==> src/rtl/alu_pkg.sv <==
// Shared types and constants for the ALU command sequencer.
// Build option: ALU_STATUS_BYTE_EN adds a leading status byte to every response.
package alu_pkg;

    localparam int unsigned IO_W = 28;
    localparam logic [IO_W-1:0] IO_OEB = 28'h00003FF;

    typedef enum logic [1:0] {
        ALU_ADD = 2'b00,
        ALU_SUB = 2'b01,
        ALU_MUL = 2'b10,
        ALU_DIV = 2'b11
    } alu_op_e;

    typedef enum logic [3:0] {
        ST_IDLE,
        ST_GET_A,
        ST_GET_B,
        ST_EXEC,
        ST_DIV_WAIT,
        ST_RESP,
`ifdef ALU_STATUS_BYTE_EN
        ST_SEND_STS,
`endif
        ST_SEND_LO,
        ST_SEND_HI
    } state_e;

    localparam int unsigned STS_OP_LSB = 0;
    localparam int unsigned STS_ZERO   = 2;
    localparam int unsigned STS_CB     = 3;
    localparam int unsigned STS_DZ     = 4;

    // Status byte: {3'b0, div0_this_op, carry_or_borrow, result_zero, opcode}
    function automatic logic [7:0] status_byte(input alu_op_e op, input logic dz,
                                               input logic cb, input logic zero);
        logic [7:0] s;
        s                     = '0;
        s[STS_OP_LSB +: 2]    = op;
        s[STS_ZERO]           = zero;
        s[STS_CB]             = cb;
        s[STS_DZ]             = dz;
        return s;
    endfunction

endpackage

==> src/rtl/alu_seq_divider.sv <==
// Restoring unsigned divider, one quotient bit per cycle; the first bit is
// produced on the start edge so done pulses N-1 cycles after start.
module alu_seq_divider #(
    parameter int unsigned W = 8,
    parameter int unsigned N = 8
) (
    input  logic         clk,
    input  logic         rst_n,
    input  logic         start,
    input  logic [W-1:0] a,
    input  logic [W-1:0] b,
    output logic         done,
    output logic [W-1:0] q,
    output logic [W-1:0] r
);

    localparam int unsigned CNT_W = $clog2(N + 1);

    logic [W-1:0]     rem, quo, dvs;
    logic [W-1:0]     src_rem, src_quo, src_dvs;
    logic [W-1:0]     nxt_rem, nxt_quo;
    logic [W:0]       sh;
    logic [CNT_W-1:0] cnt;
    logic             running;
    logic             accept;

    assign accept = start & ~running;
    assign q      = quo;
    assign r      = rem;

    // One restoring step, seeded from the operands on the start edge
    always_comb begin
        src_rem = accept ? '0 : rem;
        src_quo = accept ? a  : quo;
        src_dvs = accept ? b  : dvs;
        sh      = {src_rem, src_quo[W-1]};
        if (sh >= {1'b0, src_dvs}) begin
            nxt_rem = W'(sh - {1'b0, src_dvs});
            nxt_quo = {src_quo[W-2:0], 1'b1};
        end else begin
            nxt_rem = sh[W-1:0];
            nxt_quo = {src_quo[W-2:0], 1'b0};
        end
    end

    always_ff @(posedge clk or negedge rst_n) begin
        if (!rst_n) begin
            rem     <= '0;
            quo     <= '0;
            dvs     <= '0;
            cnt     <= '0;
            running <= 1'b0;
            done    <= 1'b0;
        end else begin
            done <= 1'b0;
            if (accept) begin
                rem     <= nxt_rem;
                quo     <= nxt_quo;
                dvs     <= b;
                cnt     <= CNT_W'(N - 1);
                running <= 1'b1;
            end else if (running) begin
                rem <= nxt_rem;
                quo <= nxt_quo;
                cnt <= cnt - CNT_W'(1);
                if (cnt == CNT_W'(1)) begin
                    running <= 1'b0;
                    done    <= 1'b1;
                end
            end
        end
    end

endmodule

==> src/rtl/alu_cmd_sequencer.sv <==
// Byte-stream front end for the 8-bit ALU: takes (opcode, A, B), returns (lo, hi).
// Build option: ALU_STATUS_BYTE_EN prepends a status byte to the response.
module alu_cmd_sequencer
    import alu_pkg::*;
#(
    parameter int unsigned DATA_W  = 8,
    parameter int unsigned DIV_CYC = 8
) (
    input  logic              clk,
    input  logic              rst_n,
    input  logic [DATA_W-1:0] in_data,
    input  logic              in_valid,
    output logic              in_ready,
    output logic [DATA_W-1:0] out_data,
    output logic              out_valid,
    input  logic              out_ready,
    output logic              busy,
    output logic              div0,
    output logic [IO_W-1:0]   io_oeb
);

    state_e              state, state_d;
    alu_op_e             opcode, opcode_d;
    logic [DATA_W-1:0]   a, a_d, b, b_d;
    logic [DATA_W-1:0]   res_lo, res_lo_d, res_hi, res_hi_d;
    logic [DATA_W-1:0]   out_data_d;
    logic                in_ready_d, out_valid_d, busy_d, div0_d;
    logic                in_xfer, out_xfer;
    logic                div_start, div_done;
    logic [DATA_W-1:0]   div_q, div_r;
    logic [DATA_W:0]     sum, diff;
    logic [2*DATA_W-1:0] prod;

    assign io_oeb   = IO_OEB;
    assign in_xfer  = in_valid & in_ready;
    assign out_xfer = out_valid & out_ready;
    assign sum      = {1'b0, a} + {1'b0, b};
    assign diff     = {1'b0, a} - {1'b0, b};
    assign prod     = (2*DATA_W)'(a) * (2*DATA_W)'(b);

    alu_seq_divider #(.W(DATA_W), .N(DIV_CYC)) u_div (
        .clk   (clk),
        .rst_n (rst_n),
        .start (div_start),
        .a     (a),
        .b     (b),
        .done  (div_done),
        .q     (div_q),
        .r     (div_r)
    );

    always_ff @(posedge clk or negedge rst_n) begin
        if (!rst_n) begin
            state     <= ST_IDLE;
            opcode    <= ALU_ADD;
            a         <= '0;
            b         <= '0;
            res_lo    <= '0;
            res_hi    <= '0;
            in_ready  <= 1'b0;
            out_valid <= 1'b0;
            out_data  <= '0;
            busy      <= 1'b0;
            div0      <= 1'b0;
        end else begin
            state     <= state_d;
            opcode    <= opcode_d;
            a         <= a_d;
            b         <= b_d;
            res_lo    <= res_lo_d;
            res_hi    <= res_hi_d;
            in_ready  <= in_ready_d;
            out_valid <= out_valid_d;
            out_data  <= out_data_d;
            busy      <= busy_d;
            div0      <= div0_d;
        end
    end

    always_comb begin
        state_d     = state;
        opcode_d    = opcode;
        a_d         = a;
        b_d         = b;
        res_lo_d    = res_lo;
        res_hi_d    = res_hi;
        out_valid_d = out_valid;
        out_data_d  = out_data;
        busy_d      = busy;
        div0_d      = div0;
        div_start   = 1'b0;

        case (state)
            ST_IDLE: if (in_xfer) begin
                opcode_d = alu_op_e'(in_data[1:0]);
                busy_d   = 1'b1;
                state_d  = ST_GET_A;
            end
            ST_GET_A: if (in_xfer) begin
                a_d     = in_data;
                state_d = ST_GET_B;
            end
            ST_GET_B: if (in_xfer) begin
                b_d     = in_data;
                state_d = ST_EXEC;
            end
            ST_EXEC: begin
                state_d = ST_RESP;
                case (opcode)
                    ALU_ADD: begin
                        res_lo_d = sum[DATA_W-1:0];
                        res_hi_d = DATA_W'(sum[DATA_W]);
                    end
                    ALU_SUB: begin
                        res_lo_d = diff[DATA_W-1:0];
                        res_hi_d = DATA_W'(diff[DATA_W]);
                    end
                    ALU_MUL: {res_hi_d, res_lo_d} = prod;
                    ALU_DIV: begin
                        // Divide by zero never reaches the divider
                        if (b == '0) begin
                            res_lo_d = '1;
                            res_hi_d = a;
                            div0_d   = 1'b1;
                        end else begin
                            div_start = 1'b1;
                            state_d   = ST_DIV_WAIT;
                        end
                    end
                    default: state_d = ST_RESP;
                endcase
            end
            ST_DIV_WAIT: if (div_done) begin
                res_lo_d = div_q;
                res_hi_d = div_r;
                state_d  = ST_RESP;
            end
            ST_RESP: begin
                out_valid_d = 1'b1;
`ifdef ALU_STATUS_BYTE_EN
                out_data_d  = DATA_W'(status_byte(opcode,
                                  (opcode == ALU_DIV) && (b == '0),
                                  ((opcode == ALU_ADD) || (opcode == ALU_SUB)) && res_hi[0],
                                  {res_hi, res_lo} == '0));
                state_d     = ST_SEND_STS;
`else
                out_data_d  = res_lo;
                state_d     = ST_SEND_LO;
`endif
            end
`ifdef ALU_STATUS_BYTE_EN
            ST_SEND_STS: if (out_xfer) begin
                out_data_d = res_lo;
                state_d    = ST_SEND_LO;
            end
`endif
            ST_SEND_LO: if (out_xfer) begin
                out_data_d = res_hi;
                state_d    = ST_SEND_HI;
            end
            ST_SEND_HI: if (out_xfer) begin
                out_valid_d = 1'b0;
                busy_d      = 1'b0;
                state_d     = ST_IDLE;
            end
            default: state_d = ST_IDLE;
        endcase

        in_ready_d = (state_d == ST_IDLE) || (state_d == ST_GET_A) || (state_d == ST_GET_B);
    end

endmodule

==> config.mk <==
export PLATFORM = sky130hd
export DESIGN_NAME = alu_cmd_sequencer
export DESIGN_NICKNAME = d
export VERILOG_FILES = /design/src/rtl/alu_pkg.sv /design/src/rtl/alu_seq_divider.sv /design/src/rtl/alu_cmd_sequencer.sv
export SDC_FILE = /design/constraint.sdc
export NUM_CORES = 1
export LEC_CHECK = 0
export CAP_MARGIN = 5
export CORE_ASPECT_RATIO = 0.5
export CORE_MARGIN = 3
export CORE_UTILIZATION = 65
export CTS_BUF_LIST = sky130_fd_sc_hd__clkbuf_16
export DETAILED_ROUTE_END_ITERATION = 10
export PLACE_DENSITY = 0.95
export RECOVER_POWER = 100
export SLEW_MARGIN = 25
export SYNTH_ARGS = -nofsm -noshare
export SYNTH_HDL_FRONTEND = slang
export SYNTH_SLANG_ARGS = --single-unit
==> constraint.sdc <==
create_clock -name clk -period 8.18 [get_ports clk]
set_input_delay 1.227 -clock clk [delete_from_list [all_inputs] [get_ports clk]]
set_output_delay 1.227 -clock clk [all_outputs]
set_load 0.02 [all_outputs]
==> After elaboration in Yosys (flattened, before gate mapping) <==
Cells that the tools add are included.
{ "word_totals": {"input_bits": 12, "word_cells": 107, "out_inout_bits": 40, "ff_bits": 80} }
{ "op_classes": {"n_bitwise": 4, "n_addsub": 4, "multipliers": 1, "mux": 43, "magnitude_cmp": 1, "reduce_logical": 19, "n_eq_ne": 18} }
{ "ops": {"columns": ["op", "n"], "rows": [
  ["$mux W8", 13],
  ["$pmux W8 S4", 2],
  ["$pmux W8 S2", 3],
  ["$mux W4", 8],
  ["$pmux W4 S8", 1],
  ["$eq A4 B3 Y1 const B", 4],
  ["$mul A8 B8 Y16", 1],
  ["$mux W1", 14],
  ["$eq A4 B1 Y1 const B", 3],
  ["$eq A4 B2 Y1 const B", 3],
  ["$reduce_and A2 Y1", 5],
  ["$reduce_bool A2 Y1", 5],
  ["$add A8 B8 Y9", 1],
  ["$ge A9 B8 Y1", 1],
  ["$reduce_and A3 Y1", 3],
  ["$sub A8 B8 Y9", 1],
  ["$logic_not A4 Y1", 2],
  ["$logic_not A8 Y1", 1],
  ["$sub A8 B8 Y8", 1],
  ["$ne A2 B2 Y1 const B", 3],
  ["$eq A2 B2 Y1 const B", 2],
  ["$pmux W1 S2", 2],
  ["$sub A4 B1 Y4 const B", 1],
  ["$and A1 B1 Y1", 3],
  ["other kinds (6)", 7]
]} }

==> Longest topological paths before layout <==
{ "depth": {"depth_word": 10, "depth_mapped": 18, "mapped_depth_nobuf": 17} }

==> Hierarchy <==
From an unflattened synthesis, not the netlist that was laid out.
{ "hier_totals": {"hier_cells": 773, "hier_area_um2": 7213.2} }
{ "by_module_without_submodules": {"columns": ["module", "cells_per_inst", "seq_area_each_um2", "instances", "area_each_um2"], "rows": [
  ["alu_cmd_sequencer", 600, 1251.2, 1, 5450.2],
  ["alu_seq_divider", 173, 750.7, 1, 1762.9]
]} }

==> Worst setup path after synthesis <==
Ideal clock, no wire load.
{ "synth_timing": {"kind": "register -> register", "startpoint": "register a[1]", "endpoint": "register res_hi[7]", "stages_incl_launch_ff": 16, "required_time_ns": 8.086, "setup_time_ns": 0.094, "path_slack_ns": 3.598, "path_buffers": 1, "period_less_slack_ns": 4.582, "t_arrival_ns": 4.488, "cell_sequence": "dfrtp_1 -> inv_1 -> nor2_1 -> fa_1 -> fa_1 -> fa_1 -> inv_1 -> fa_1 -> inv_1 -> ha_1 -> clkbuf_1 -> a21oi_1 -> or3_1 -> and4_1 -> or3_1 -> a211oi_1"} }
{ "synth_via": {"elab_chain_cells": 3} }
{ "synth_rtl": {"columns": ["element", "line", "rtl"], "rows": [
  ["start, declared", "alu_cmd_sequencer.sv:24", "logic [DATA_W-1:0] a, a_d, b, b_d;"],
  ["start signal, assigned", "alu_cmd_sequencer.sv:56", "a <= '0;"],
  ["start signal, assigned", "alu_cmd_sequencer.sv:68", "a <= a_d;"],
  ["$mul A8 B8 Y16", "alu_cmd_sequencer.sv:39", "assign prod = (2*DATA_W)'(a) * (2*DATA_W)'(b);"],
  ["$pmux W8 S4", "alu_cmd_sequencer.sv:109", "case (opcode)"],
  ["$pmux W8 S2", "alu_cmd_sequencer.sv:93", "case (state)"],
  ["end signal, assigned", "alu_cmd_sequencer.sv:71", "res_hi <= res_hi_d;"],
  ["end, declared", "alu_cmd_sequencer.sv:25", "logic [DATA_W-1:0] res_lo, res_lo_d, res_hi, res_hi_d;"]
]} }
Every way passes these cells.
A chain may end at the register's enable or synchronous reset.

==> Worst setup path in the final report <==
{ "layout_timing": {"startpoint": "register b[7]", "endpoint": "register u_div.rem[5], in the netlist u_div.r[5]"} }
{ "layout_via": {"elab_chain_cells": 10, "elab_cells_between_ends": 14, "classes_between": "1 x add/sub; 1 x order compare; 9 x mux; 1 x bitwise; 2 x reduce/logical"} }
{ "layout_rtl": {"columns": ["element", "line", "rtl"], "rows": [
  ["start, declared", "alu_cmd_sequencer.sv:24", null],
  ["start signal, assigned", "alu_cmd_sequencer.sv:57", "b <= '0;"],
  ["start signal, assigned", "alu_cmd_sequencer.sv:69", "b <= b_d;"],
  ["$logic_not A8 Y1", "alu_cmd_sequencer.sv:121", "if (b == '0) begin"],
  ["$mux W1", "alu_cmd_sequencer.sv:121", null],
  ["$mux W1", "alu_cmd_sequencer.sv:109", null],
  ["$mux W1", "alu_cmd_sequencer.sv:93", null],
  ["$and A1 B1 Y1", "alu_seq_divider.sv:27", "assign accept = start & ~running;"],
  ["$mux W8 (on tied branches)", null, null],
  ["$sub A8 B8 Y8 or $ge A9 B8 Y1 (tied branches)", "alu_seq_divider.sv:38, alu_seq_divider.sv:37", null],
  ["$mux W8", "alu_seq_divider.sv:37", "if (sh >= {1'b0, src_dvs}) begin"],
  ["$mux W8", "alu_seq_divider.sv:62", "end else if (running) begin"],
  ["$mux W8", "alu_seq_divider.sv:56", "if (accept) begin"],
  ["end signal, assigned", "alu_seq_divider.sv:57", "rem <= nxt_rem;"],
  ["end signal, assigned", "alu_seq_divider.sv:63", "rem <= nxt_rem;"],
  ["end, declared", "alu_seq_divider.sv:19", "logic [W-1:0] rem, quo, dvs;"]
]} }
Parallel ways exist; a longest one is shown, timed or not. The select of a mux whose other input is x is not followed.

==> key figures <==
Drt
  • Detail-routed via count per cell: 6.42
  • Antenna-violating nets left: 0
  • 1st-iter DRT viols: 871
  • DRC Markers: 0
  • Via count: 6205
  • Routed WL: 20100 microns
  • Detailed-route wire length per cell: 20.8 microns
  • TritonRoute pass-1 iters: 5

Critical path
  • Critical path class: flip-flop to flip-flop
  • Required time of the worst setup path: 8.41 ns
  • Worst setup EP type: flip-flop
  • Critical Path AT: 5.90 ns
  • Crit-path max FO: 24
  • CP Launch Type: flip-flop

Die
  • FP Rows: 26
  • Initial core utilization: 68.6%
  • Die height: 80.5 microns
  • Num ports: 52
  • DIE AREA: 12500 sq um
  • Core area: 10500 sq um
  • DIE WIDTH: 155 microns

Synth
  • Syn avg cell area: 8.83 sq um
  • Synth top area share: 27.8%
  • Post-synth EDFFs: 0
  • Async SR Flop Fraction: 100%
  • Sequential area share after synthesis: 27.8%
  • Largest family of logic cells by synthesized area: adder cells
  • Synth Area in Compound Gates: 16.3%
  • Synth Flop Type: dfrtp_1
  • Cell Area, Synth: 7210 sq um
  • Simple-Gate Fraction of Synth Area: 17.5%
  • Synth warn: 0
  • Synth Area in XOR/XNOR: 1.70%
  • Largest area contributor in the netlist: dfrtp_1
  • Netlist cell types: 63
  • Mux contribution to synthesized area: 5.88%
  • Top cells by area, synth: dfrtp_1 28%, fa_1 11%, ha_1 11%
  • Post-synthesis register bit count: 80
  • Post-synthesis cell count: 817
  • Adder-cell share of the synthesized area: 21.6%

Finish
  • Most frequent cells in the layout: 82 x inv_1, 80 x dfrtp_1, 74 x nor2_1
  • Antenna diodes: 0
  • Multi-input logic area: 4640 sq um
  • Most common cell after layout, fill and taps aside: inv_1
  • Share of layout cells above drive strength 1: 4.96%
  • Sequential cell area: 2000 sq um
  • Fillers: 760
  • Finished Layout Cells: 967
  • Synth-to-layout area growth: 6.84%
  • Nets: 935

Clock network
  • Sink Count: 80
  • CTS resizes: 0
  • Worst-path clk slew: 0.07 ns
  • Insertion delay to the later sink of the worst-skew pair: 0.35 ns
  • CTS buffer count: 9
  • CTS Root Cell: clkbuf_16
  • TritonCTS clock tree: done
  • Longest Clk Path Bufs: 2
  • Postcts setup bufs: 0
  • Hold_buf cts: 0
  • H-tree depth: 3

STA
  • Final Hold Fails: 0
  • Fmax: 176 MHz
  • Final Setup Violations: 0
  • Worst Slack Setup Final: 2.51 ns
  • Slew headroom: -188%
  • TNS Setup: 0 ns
  • Tcrit/Tclk final: 69.3%
  • Worst Max-Slew Pin Slew: 4.32 ns
  • Final min period: 5.67 ns
  • Unrepaired setup endpoints after global routing: no
  • Slew Limit Fails: 81
  • Setup Skew: 0.00715 ns

Placement
  • Dpl hpwl: 15000 microns
  • Placed cell count: 951
  • Final Wtd Congestion: 1.03
  • PortBufs: 23
  • Pre-CTS setup slack: 3.36 ns

Global routing
  • Grt ovf: 0
  • GRT Overall Usage: 34.1%
  • First-pass GRT wire length: 32600 microns
  • Initial antenna violation count: 2
  • Largest net degree at the start of global routing: 81
  • Vias in the first global route: 6045

Run status
  • Violated checks: capacitance limit, slew limit
  • Outcome: finished, violations left

Worst hold path
  • HP Class: flip-flop to flip-flop

Power and ir drop
  • P_leak: 0.00365 uW
  • VDD IR-drop max: 0.281 mV
  • PwrDens: 469 nW/um^2

Run
  • Max Cap Viol: 1
## worst max-delay path: stages, from the launching register on
cell      delay (ns)
dfrtp_1         0.50
nor4_1          1.17
a211oi_4        0.12
clkbuf_1        0.51
nand2b_1        0.85
nor2_1          0.12
a21oi_1         0.23
ha_1            0.29
nor2b_1         0.16
o31a_1          0.28
o31ai_1         0.43
a21boi_0        0.30
o2111a_1        0.31
a221o_1         0.26
## sequential cells by signal, indices dropped and copies added, names as in the netlist, 2 cells and up
name	count
a	8
b	8
opcode	2
out_data	8
res_hi	8
res_lo	8
state	4
u_div.cnt	4
u_div.dvs	8
u_div.q	8
u_div.r	8
## cell usage after synthesis, types with 8 or more instances
master     n
inv_1     82
dfrtp_1   80
nor2_1    74
ha_1      62
nand2_1   60
a21oi_1   50
o21ai_0   46
and2_1    43
fa_1      39
buf_4     30
clkbuf_1  25
mux2i_1   21
mux2_2    19
nand3_1   18
nor3_1    15
a31oi_1   13
a211oi_1  10
xnor2_1   10
nand2b_1   8
o211ai_1   8
## cells by family after synthesis
kind of cell    Yosys count
other cells               2
compound gates          184
flops                    80
xor+xnor                 14
mux                      40
simple gates            253
buf+inv                 143
fa+ha+maj               101
## metrics by stage
stage                     power (uW)  util (%)  cell area (sq um)  hold WS, ns
final                           3610      73.3               7700        0.500
after global routing            3930      73.3               7700        0.516
after CTS                       3550      73.6               7730        0.500
after detailed placement        3080      70.5               7400        0.468
after global placement          3000      70.5               7400        0.454
after floorplan                 2420         -               7310        0.440
## cell type report
type | count | share of cell area (%)
clock inverter | 7 | 1.33
sequential | 80 | 26.0
inverter | 82 | 3.99
clock buffer | 9 | 2.92
timing repair buffer | 28 | 3.25
tap | 140 | 2.27
multi-input combinational | 621 | 60.2
## per-layer routing
metal | global-route usage [%] | vias up | share of wire [%]
li1 | - | 2767 | -
met1 | 48.8 | 2966 | 43
met2 | 49.3 | 411 | 41
met3 | 11.4 | 59 | 13
met4 | 9.87 | 2 | 2.6
met5 | 0 | - | 0.084
## path summary, 6_finish.rpt
kind | from | end | slack, ns | cells past startpoint
hold reg to reg | u_div.dvs[7]$_DFF_PN0_ | u_div.dvs[7]$_DFF_PN0_ | 0.50 | 2
setup / recovery | b[7]$_DFFE_PN0P_ | u_div.r[5]$_DFFE_PN0P_ | 2.51 | 13
max in group asynchronous | rst_n | b[5]$_DFFE_PN0P_ | 3.37 | 1
min in group asynchronous | rst_n | out_data[2]$_DFFE_PN0P_ | 2.40 | 1
setup reg to reg | b[7]$_DFFE_PN0P_ | u_div.r[5]$_DFFE_PN0P_ | 2.51 | 13
hold / removal | u_div.dvs[7]$_DFF_PN0_ | u_div.dvs[7]$_DFF_PN0_ | 0.50 | 2
## power breakdown
group	switching, uW	internal, uW	total (uW)
clock network	177	272	449
registers	235	523	758
logic	1460	938	2400
total	1880	1730	3610
Note: power is estimated with default switching activity, not from simulation.
==> patch 1, RTL diff (config.mk and constraints unchanged) <==
Encoding of `state_e`: now Gray code (3 bits for 8 states).
--- a/src/rtl/alu_pkg.sv
+++ b/src/rtl/alu_pkg.sv
@@ -14,9 +14,9 @@
 
-    typedef enum logic [3:0] {
-        ST_IDLE,
-        ST_GET_A,
-        ST_GET_B,
-        ST_EXEC,
-        ST_DIV_WAIT,
-        ST_RESP,
+    typedef enum logic [2:0] {
+        ST_IDLE     = 3'b000,
+        ST_GET_A    = 3'b001,
+        ST_GET_B    = 3'b011,
+        ST_EXEC     = 3'b010,
+        ST_DIV_WAIT = 3'b110,
+        ST_RESP     = 3'b111,
 `ifdef ALU_STATUS_BYTE_EN
@@ -24,4 +24,4 @@
 `endif
-        ST_SEND_LO,
-        ST_SEND_HI
+        ST_SEND_LO  = 3'b101,
+        ST_SEND_HI  = 3'b100
     } state_e;
Check against the original RTL: same outputs for any inputs over 4 cycles, from zero or initial values and one cycle with rst_n low; so few cycles prove little.
==> patch 1 against the original RTL <==
- critical path type unchanged
- the run still ends with capacitance limit, slew limit left
- worst setup slack got worse by 940 ps
- area after synthesis decreased by 3.1%
- maximum frequency decreased by 14%
- clock skew increased by 3.3 ps
- design area decreased by 3.6%
- routed wire length decreased by 0.83%
- sequential cell count decreased by 1
- non-clock buffer count decreased by 4
- critical path depth decreased by 1
- final cell count decreased by 5.0%
Power is left out: it rests on default switching activity, and per cell area and clock period it moved more than threefold.
==> patch 1: results <==
[worst_setup_path]
reg2reg_slack_ps = 1570
critPathMaxFanout = 19
rr_worst_depth = 12
cp-endpoint = "u_div.r[2]"
start_kind = "register"
r2r_start = "opcode[1]"
crit_arrival_ps = 6830

[sta]
finClkSkew_ps = 10.5
drv_slew = 121
worst_slew_pin_slew_ps = 4200

[route]
vias = 6047
drt_iter0_markers = 1023
drc = 0
wl_per_cell_um = 21.7
drtPass1Iterations = 6

[placed_design]
dpl.hpwl_um = 14100
portBuffers = 23
routabilityCongestion = 0.993

[cells_and_area]
layout.nets = 887
fill_cells = 693
drive_gt1_share_pct = 4.75
num_antenna_cells = 0

[yosys]
synth_common_cells = "inv_1, dfrtp_1, nand2_1, ha_1, nor2_1"
ys.warnings.count = 0
synthMuxAreaShare_pct = 6.53
synth_xor_area_share_pct = 2.13
ys_types = 64
ys.flop_type = "dfrtp_1"
yosys.area_share.adder_pct = 22.3
synth_compound_area_share_pct = 15.9
synth_area_leaders = "dfrtp_1, fa_1, ha_1, inv_1, mux2i_1"
synthArstFlopShare_pct = 100
ys_seq_area_share_pct = 28.3

[clocking]
cts_max_path_buffers = 2
cts-resized-gates = 0
clk_pin_slew_worst_paths_ps = 60
insertion_delay_ps = 350
cts-buffers-inserted = 9
root_buffer = "clkbuf_16"
htreeDepth = 3
post_cts_buffers = 0

[global_route]
grt_pass1_wl_um = 32100
antenna_found_initial = 0
grt_max_degree = 80
grt_usage_pct = 33.7

[run_status]
status = "finished, violations left"
violations = "capacitance limit, slew limit"

[job]
maxCapViolations = 4

[worst_hold_path]
hp-class = "register to register"
[patch 1: changes by cell type after synthesis, sizes merged, moves of 6 or more]
cell   delta
nor3      -6
o21ai     +9
a21oi    -12
nor2     -26
nand3     -6
nor2b     +6
and2      -8
[patch 1: how the worst min path moves through the flow]
stage                            start            to  depth (start not counted)
after global placement            busy          busy                          2
final                             busy          busy                          2
after detailed placement          busy          busy                          2
after global routing              busy          busy                          2
after CTS                         busy          busy                          2
after floorplan           u_div.dvs[2]  u_div.dvs[2]                          2
[patch 1: area by class of cell]
cell class | instances | share of cell area, %
clock buffers | 9 | 3.03
clock inverters | 7 | 1.31
inverters | 86 | 4.34
multi-input cells | 574 | 59.2
flip-flops and latches | 79 | 26.6
well taps | 140 | 2.36
repair buffers | 24 | 3.12
[patch 1: logic make-up (layout without fill, tap and decap cells)]
family          Yosys count  after routing
xor+xnor                 17             17
simple gates            212            212
buf+inv                 146            126
other cells               2             28
flops                    79             79
mux                      43             43
fa+ha+maj               101            101
compound gates          173            173
[patch 1: worst max-delay path, stage by stage (launching register included)]
cell     delay [ps]
dfrtp_1         780
and2_0          380
o21ai_0         340
nor3_1         2270
mux2i_1         520
ha_1            540
o21a_1          220
o31a_1          110
or2_0           270
o22ai_1         290
o221a_4         280
or2_0           340
o21ai_1         130
[patch 1: layer usage]
layer | routed length, um | up-vias | global-route usage (%)
li1 | - | 2574 | -
met1 | 7760 | 2907 | 43.2
met2 | 8810 | 431 | 54.6
met3 | 2370 | 135 | 10.1
met4 | 1010 | 0 | 12.7
met5 | 0 | - | 0
[patch 1: stage by stage]
step	hold slack [ps]	utilization [%]	setup WS, ps	cell area (um^2)	std cells
2_1_floorplan	453	-	3520	7090	799
3_3_place_gp	463	69.1	3320	7150	903
3_5_place_dp	463	69.1	3170	7150	903
4_1_cts	478	72.3	3080	7470	919
5_1_grt	513	71.8	1370	7430	919
6_report	476	71.8	1570	7430	919
==> patch 2, RTL diff (same flow settings) <==
Without the edit above. Build with the macro `ALU_STATUS_BYTE_EN` defined.
--- a/src/rtl/alu_pkg.sv
+++ b/src/rtl/alu_pkg.sv
@@ -2,2 +2,4 @@
 // Build option: ALU_STATUS_BYTE_EN adds a leading status byte to every response.
+`define ALU_STATUS_BYTE_EN
+
 package alu_pkg;
Formal check against the unedited RTL: not equivalent (a bounded check fails within 10 cycles, from zero or initial values and one cycle with rst_n low).
==> patch 2 against the original RTL <==
- worst setup slack worse by 330 ps
- via count rose by 1.9%
- sequential cell count stayed put
- critical path type unchanged
- non-clock buffer count decreased by 2
- power shrank 13%
- the run still ends with capacitance limit, slew limit left
- design area fell by 0.13%
- clock power increased by 7.3%
- routed wire length is 1.7% lower
- maximum frequency is 5.5% lower
- area after synthesis up 0.19%
- synthesized cell count shrank 1.1%
==> patch 2: results <==
[run_status]
status = "finished, violations left"
violations = "capacitance limit, slew limit"

[yosys]
synth_common_cells = "dfrtp_1, inv_1, ha_1, nand2_1, a21oi_1"
synth_area_leaders = "dfrtp_1, fa_1, ha_1, inv_1, a21oi_1"
synthMuxAreaShare_pct = 7.20
ys_types = 59
ys_seq_area_share_pct = 27.7
synth_compound_area_share_pct = 15.6

[route]
wl_met1_um = 7710
drt_iter0_markers = 796
top_layer_used = "met4"
viasPerCell = 6.66

[cells_and_area]
multi_input_area_um2 = 4630
fill_cells = 670
num-nonclk-inverters = 80

[worst_setup_path]
critPathMaxFanout = 21
reg2reg_slack_ps = 2180
critPathTopFamily = "compound AO/OA/AOI/OAI gates"
cp_slowest_stage_delay_ps = 1290

[global_route]
use_met1_pct = 42.5
grt_pass1_vias = 6153
antenna_found_initial = 0

[worst_hold_path]
hold_start = "div0"

[placed_design]
routabilityCongestion = 0.980

[job]
maxCapViolations = 2

[sta]
drv_slew = 93
finClkSkew_ps = 8.92
worst_slew_pin_slew_ps = 4330

[pwr]
leakagePower_nw = 3.67
## patch 2: cell types whose count changed in the layout (fill, tap and decap cells not counted), sizes merged, moves of 5 or more
cell / unedited run / this run
nor2: 74 / 56
nor2b: 4 / 15
mux2: 19 / 24
a21oi: 52 / 58
xnor2: 10 / 15
and2: 43 / 36
o21ai: 47 / 42
xor2: 4 / 9
nand3: 18 / 13
## patch 2: power by group
| group | total (W) | switching (W) | internal (W) |
|---|---|---|---|
| registers | 0.000858 | 0.000318 | 0.000540 |
| logic | 0.00179 | 0.00105 | 0.000739 |
| clock network | 0.000482 | 0.000183 | 0.000299 |
## patch 2: stage by stage
step                area [um^2]  instances  hold WS (ps)  setup WS, ps
floorplan                  7320        834           452          3950
global placement           7380        934           444          3510
detailed placement         7380        934           462          3390
CTS                        7720        950           474          3270
global route               7690        950           496          1880
finish                     7690        950           459          2180
